===== src/rtl/memory_router.sv =====
// rtl/memory_router.sv - address-decoding single-outstanding transaction router
//
// Purpose: routes each arbiter request to exactly one of four memory-mapped
// slaves (0=rom, 1=print, 2=clint, 3=bram), returns only the owning slave's
// response, and closes unmapped or hung accesses with an error response.
//
// Ports:
//   clock, reset                 system clock, synchronous active-high reset
//   memory_valid/instr/addr/     request from the arbiter
//   memory_wdata/wstrb
//   memory_rdata/ready/error     response to the arbiter
//   slave_valid[3:0]             one-hot request pulse per slave
//   slave_instr/addr/wdata/wstrb shared request fields (addr is window-relative)
//   slave_rdata[127:0]           per-slave read data, slave i at [32*i +: 32]
//   slave_ready[3:0]             per-slave response pulse
module memory_router #(
  parameter logic [31:0] ROM_BASE   = 32'h0000_0000,
  parameter logic [31:0] ROM_TOP    = 32'h0000_1000,
  parameter logic [31:0] PRINT_BASE = 32'h0100_0000,
  parameter logic [31:0] PRINT_TOP  = 32'h0100_0004,
  parameter logic [31:0] CLINT_BASE = 32'h0200_0000,
  parameter logic [31:0] CLINT_TOP  = 32'h0200_C000,
  parameter logic [31:0] BRAM_BASE  = 32'h8000_0000,
  parameter logic [31:0] BRAM_TOP   = 32'h8010_0000,
  parameter int          TIMEOUT    = 1024
) (
  input  logic         clock,
  input  logic         reset,
  input  logic         memory_valid,
  input  logic         memory_instr,
  input  logic [31:0]  memory_addr,
  input  logic [31:0]  memory_wdata,
  input  logic [3:0]   memory_wstrb,
  output logic [31:0]  memory_rdata,
  output logic         memory_ready,
  output logic         memory_error,
  output logic [3:0]   slave_valid,
  output logic         slave_instr,
  output logic [31:0]  slave_addr,
  output logic [31:0]  slave_wdata,
  output logic [3:0]   slave_wstrb,
  input  logic [127:0] slave_rdata,
  input  logic [3:0]   slave_ready
);

  localparam int CW = (TIMEOUT > 2) ? $clog2(TIMEOUT) : 1;
  // Reaching CNT_LAST in BUSY means the counter hits TIMEOUT-1 on this edge,
  // so the error response lands exactly TIMEOUT cycles after the request.
  localparam logic [CW-1:0] CNT_LAST = CW'(TIMEOUT - 2);
  localparam logic [CW-1:0] CNT_MAX  = CW'(TIMEOUT - 1);

  typedef enum logic [1:0] {S_IDLE, S_BUSY, S_ERR} state_t;

  state_t          state, state_next;
  logic [1:0]      sel;
  logic [CW-1:0]   count;

  // Window test as a single unsigned compare on the offset: base <= a < top
  // is equivalent to (a - base) < (top - base) when base < top.
  logic [31:0] rom_off, print_off, clint_off, bram_off;
  logic        rom_hit, print_hit, clint_hit, bram_hit;

  assign rom_off   = memory_addr - ROM_BASE;
  assign print_off = memory_addr - PRINT_BASE;
  assign clint_off = memory_addr - CLINT_BASE;
  assign bram_off  = memory_addr - BRAM_BASE;

  assign rom_hit   = rom_off   < (ROM_TOP   - ROM_BASE);
  assign print_hit = print_off < (PRINT_TOP - PRINT_BASE);
  assign clint_hit = clint_off < (CLINT_TOP - CLINT_BASE);
  assign bram_hit  = bram_off  < (BRAM_TOP  - BRAM_BASE);

  logic        mapped;
  logic [1:0]  hit_idx;
  logic [31:0] hit_off;

  always_comb begin
    mapped  = 1'b0;
    hit_idx = 2'd0;
    hit_off = memory_addr;
    if (memory_valid) begin
      if (bram_hit) begin
        mapped  = 1'b1;
        hit_idx = 2'd3;
        hit_off = bram_off;
      end else if (clint_hit) begin
        mapped  = 1'b1;
        hit_idx = 2'd2;
        hit_off = clint_off;
      end else if (print_hit) begin
        mapped  = 1'b1;
        hit_idx = 2'd1;
        hit_off = print_off;
      end else if (rom_hit) begin
        mapped  = 1'b1;
        hit_idx = 2'd0;
        hit_off = rom_off;
      end
    end
  end

  logic        sel_ready;
  logic [31:0] sel_rdata;

  always_comb begin
    sel_rdata = 32'd0;
    case (sel)
      2'd0:    sel_rdata = slave_rdata[31:0];
      2'd1:    sel_rdata = slave_rdata[63:32];
      2'd2:    sel_rdata = slave_rdata[95:64];
      default: sel_rdata = slave_rdata[127:96];
    endcase
  end

  assign sel_ready = slave_ready[sel];

  // A request in BUSY is only taken when it overlaps the current response;
  // otherwise it is a protocol violation and silently dropped.
  logic accept;
  assign accept = memory_valid && !reset &&
                  ((state == S_IDLE) || ((state == S_BUSY) && sel_ready));

  assign slave_valid = (accept && mapped) ? (4'b0001 << hit_idx) : 4'b0000;
  assign slave_instr = memory_instr;
  assign slave_addr  = hit_off;
  assign slave_wdata = memory_wdata;
  assign slave_wstrb = memory_wstrb;

  // State register
  always_ff @(posedge clock) begin
    if (reset) begin
      state <= S_IDLE;
      sel   <= 2'd0;
      count <= '0;
    end else begin
      state <= state_next;
      if (accept && mapped) begin
        sel <= hit_idx;
      end
      if (accept) begin
        count <= '0;
      end else if ((state == S_BUSY) && (count != CNT_MAX)) begin
        count <= count + 1'b1;
      end
    end
  end

  // Next-state logic; a timeout reuses ERR to emit its error response.
  always_comb begin
    state_next = state;
    case (state)
      S_IDLE: begin
        if (accept) begin
          state_next = mapped ? S_BUSY : S_ERR;
        end
      end
      S_BUSY: begin
        if (sel_ready) begin
          if (accept) begin
            state_next = mapped ? S_BUSY : S_ERR;
          end else begin
            state_next = S_IDLE;
          end
        end else if (count == CNT_LAST) begin
          state_next = S_ERR;
        end
      end
      S_ERR:   state_next = S_IDLE;
      default: state_next = S_IDLE;
    endcase
  end

  // Output logic, gated while reset is asserted.
  always_comb begin
    memory_ready = 1'b0;
    memory_error = 1'b0;
    memory_rdata = 32'd0;
    if (!reset) begin
      case (state)
        S_BUSY: begin
          if (sel_ready) begin
            memory_ready = 1'b1;
            memory_rdata = sel_rdata;
          end
        end
        S_ERR: begin
          memory_ready = 1'b1;
          memory_error = 1'b1;
        end
        default: ;
      endcase
    end
  end

endmodule


===== config.mk =====
export PLATFORM = sky130hd
export DESIGN_NAME = memory_router
export DESIGN_NICKNAME = d
export VERILOG_FILES = /design/src/rtl/memory_router.sv
export SDC_FILE = /design/constraint.sdc
export NUM_CORES = 1
export LEC_CHECK = 0
export ABC_AREA = 1
export CORE_AREA = 2 2 121 123
export CTS_CLUSTER_DIAMETER = 60
export DETAILED_ROUTE_END_ITERATION = 6
export DIE_AREA = 0 0 123 125
export PLACE_DENSITY = 0.66
export SLEW_MARGIN = 5
export SYNTH_ARGS = -nofsm -noshare
export SYNTH_HDL_FRONTEND = slang
export SYNTH_SLANG_ARGS = --single-unit

===== constraint.sdc =====
create_clock -name clock -period 2.51 [get_ports clock]
set_input_delay 0.3765 -clock clock [delete_from_list [all_inputs] [get_ports clock]]
set_output_delay 0.3765 -clock clock [all_outputs]
set_load 0.01 [all_outputs]

==> load_flow_metrics.sql <==
INSERT INTO impl_metrics (metric_group, metric, value, unit) VALUES
('critical_path', 'kind_of_launch_point_of_the_worst_setup_path', 'input pin', ''),
('cts', 'root_buffer', 'clkbuf_16', ''),
('timing', 'pin_slew_with_the_least_headroom_to_its_limit', '0.5063', 'ns'),
('logic_synthesis', 'mappedNetlistNets', '657', ''),
('grt', 'grt_util_all_layers', '16.64', '%'),
('timing', 'timing.final.crit_share', '96.08', '%'),
('logic_synthesis', 'synth-seq-cells', '14', ''),
('detailed_routing', 'drt_iter0_drc', '145', ''),
('layout', 'count_of_inserted_antenna_diode_cells', '0', ''),
('logic_synthesis', 'commonest_register_cell_after_synthesis', 'dfxtp_1', ''),
('pwr', 'power.static_leakage', '2.474', 'nW'),
('timing', 'finalCriticalPeriod', '2.412', 'ns'),
('detailed_routing', 'avgViaCountPerCell', '4.494', ''),
('layout', 'final_net_count', '875', ''),
('logic_synthesis', 'post_synth_inst_count', '442', ''),
('timing', 'finalHoldViolCount', '0', ''),
('cts', 'cts.htree.levels', '1', ''),
('logic_synthesis', 'synth_sequential_area_ratio', '10.26', '%'),
('floorplanning', 'initial_utilization', '19.23', '%'),
('logic_synthesis', 'synth.most_common_cell', 'nand2_1', ''),
('logic_synthesis', 'synthesis.area', '2731', 'um2'),
('logic_synthesis', 'synth_area_leader_cell', 'buf_4', ''),
('cts', 'cts_tree', 'built', ''),
('layout', 'layout.core_utilization', '38.51', '%'),
('cts', 'clock_latency', '0.24', 'ns'),
('critical_path', 'critical_path.max_fanout', '4', ''),
('grt', 'antenna_found_initial', '0', ''),
('floorplanning', 'die_area', '15380', 'um2'),
('layout', 'syn_to_final_growth', '100.3', '%'),
('grt', 'first_pass_grt_wire_length', '19640', 'um'),
('cts', 'tritoncts.num_buffers', '3', ''),
('timing', 'clock.fmax', '0.4146', 'GHz'),
('floorplanning', 'row_count', '44', ''),
('logic_synthesis', 'postSynth.asyncResetShare', '0', '%'),
('detailed_routing', 'detail_route.drc_violations', '0', ''),
('cts', 'clock-sinks', '14', ''),
('floorplanning', 'design.core.area', '14200', 'um2'),
('cts', 'clockBufferDepth', '2', ''),
('cts', 'cts-hold-fix-buffers', '0', ''),
('grt', 'grt_start_max_net_pins', '33', ''),
('timing', 'max_slew_margin', '65.80', '%'),
('detailed_routing', 'antenna_left', '0', ''),
('min_path', 'hp-class', 'register to register', ''),
('critical_path', 'endpoint_kind', 'output port', ''),
('logic_synthesis', 'synth_top_cells_by_count', 'nand2_1, nor2_1, buf_4', ''),
('logic_synthesis', 'synth.top_cells.by_area', 'buf_4, nand2_1, a221oi_1', ''),
('detailed_routing', 'routed-via-count', '3784', ''),
('detailed_routing', 'finalWirelength', '14320', 'um'),
('detailed_routing', 'first_pass_iters', '4', ''),
('layout', 'post_route_cells_drive_above_1_share', '21.43', '%'),
('flow_run', 'timing.max_cap.violations', '0', ''),
('timing', 'finalHoldWorstSlack', '0.4841', 'ns'),
('place', 'post-dp-hpwl', '11640', 'um'),
('logic_synthesis', 'yosys_warnings', '0', ''),
('place', 'finalWeightedCongestion', '0.8766', ''),
('place', 'postPlaceCellArea', '5129', 'um2'),
('timing', 'total_neg_setup_slack', '0', 'ns'),
('floorplanning', 'die_y', '125', 'um'),
('floorplanning', 'ioPinCount', '311', ''),
('logic_synthesis', 'post_synth.cell_area_avg', '6.180', 'um2'),
('critical_path', 'crit_required', '2.13', 'ns'),
('timing', 'fin_skew', '0.002232', 'ns'),
('timing', 'setup_viol', '0', ''),
('pwr', 'vdd_drop_max', '435.1', 'uV'),
('cts', 'clk_pin_slew_worst_paths', '0.05', 'ns'),
('detailed_routing', 'wl_per_cell', '17.01', 'um'),
('grt', 'number_of_global_route_vias_before_repair', '3387', ''),
('pwr', 'totalPowerFinal', '0.001324', 'W'),
('logic_synthesis', 'post_synth_num_cell_types', '32', ''),
('timing', 'slew_viol_final', '0', ''),
('place', 'buffer_ports.inserted', '232', ''),
('logic_synthesis', 'post-synth-top-area-fraction', '17.04', '%'),
('critical_path', 'timing.setup.critical_path_class', 'input pin to output port', ''),
('logic_synthesis', 'number_of_flops_mapped_to_enable_cells_by_yosys', '0', ''),
('grt', 'grt_overflow', '0', ''),
('floorplanning', 'die_width', '123', 'um'),
('pwr', 'powerDensity', '242.1', 'nW/um2'),
('critical_path', 'arrival_worst_endpoint', '2.04', 'ns'),
('status', 'run_status', 'complete, no violations', ''),
('layout', 'design_area', '5470', 'um2');
[final cells by class]
cell class | instances | area, um2
flip-flops and latches | 14 | 281.5
well taps | 184 | 230.2
fillers | 1501 | 8733
clock buffers | 3 | 75.07
multi-input cells | 307 | 1997
repair buffers | 292 | 2724
inverters | 42 | 162.7
[final timing paths]
check                                            from                    end  slack, ns  cells after the start
worst min-delay path            count[7]$_SDFFE_PP0P_  count[7]$_SDFFE_PP0P_       0.48                      2
worst max-delay path                  memory_addr[24]         slave_valid[2]        0.1                     14
worst min register to register  count[7]$_SDFFE_PP0P_  count[7]$_SDFFE_PP0P_       0.48                      2
worst max register to register    sel[0]$_SDFFE_PP0P_    sel[0]$_SDFFE_PP0P_       0.68                     13
[through the flow]
| step | std cells | setup WS [ns] |
|---|---|---|
| 2_1_floorplan | 442 | 0.2588 |
| 5_1_grt | 842 | -0.02318 |
| 3_5_place_dp | 826 | -0.8811 |
| 6_report | 842 | 0.09832 |
| 3_3_place_gp | 826 | -0.8152 |
| 4_1_cts | 838 | -0.1135 |
[layout by cell type, fill, tap and decap left out, types with 4 or more instances in the layout]
cell             count
inv_2                8
clkdlybuf4s15_1      4
nor2_4              11
nand4_1              4
buf_4               53
buf_6                5
o21ai_0              7
buf_2                7
a21oi_1              9
clkdlybuf4s50_1    172
nand2_4              4
clkbuf_2             5
ha_1                 7
dlygate4sd2_1       38
nor2_2               9
a221oi_1            32
nand2_2             11
nand3_2              4
ha_4                 4
inv_1               32
nand3_1             17
dfxtp_1             13
a22o_1              32
nand2_1             63
nor2_1              66
dlymetal6s2s_1       6
[worst max-delay path, cell delays in order]
cell and delay (ns):
clkdlybuf4s15_1 0.19, inv_2 0.09, ha_4 0.15, buf_4 0.10, nand3_1 0.07, nand2_1 0.09
nand2_1 0.07, nor2_2 0.15, nand3_4 0.14, nand3_4 0.12, buf_6 0.11, nand3_4 0.07
nor3_4 0.13, buf_2 0.15
[logic make-up (layout without fill, tap and decap cells)]
logic type                 Yosys count  in the layout  share of synthesized area, %
and+or+nand+nor                    204            204                         32.94
buffers and inverters              121            337                         25.29
AOI/OAI and AO/OA                   90             90                         25.84
DFF                                 14             14                         10.26
adders and majority gates           11             11                         5.039
xor gates and xnor gates             2              2                        0.6414
[power breakdown]
part	switching, W	internal, W	leakage (nW)
Clock	0.0000917	0.000208	0.0370
Sequential	0.0000140	0.000242	0.114
Combinational	0.000320	0.000448	2.32
[sequential cells by signal, summed over array words and instances, names as in the netlist]
register	cells
count	10
sel	2
state	2
[what timing repair did]
item / 4_1_cts / 5_1_grt
buffers inserted: 9 / 4
pin swaps: 14 / 37
endpoints found under the setup margin: 43 / 10
resized for setup: 103 / 63
[routing by layer]
layer / routed length (um) / share of wire (%) / global-route usage (%) / vias to the layer above
li1: - / - / - / 1883
met1: 5093 / 36 / 18.15 / 1736
met2: 6337 / 44 / 25.87 / 140
met3: 2671 / 19 / 12.86 / 25
met4: 219 / 1.5 / 2.941 / 0
met5: 0 / 0 / 0 / -
Power figures use the tool's default switching activity.
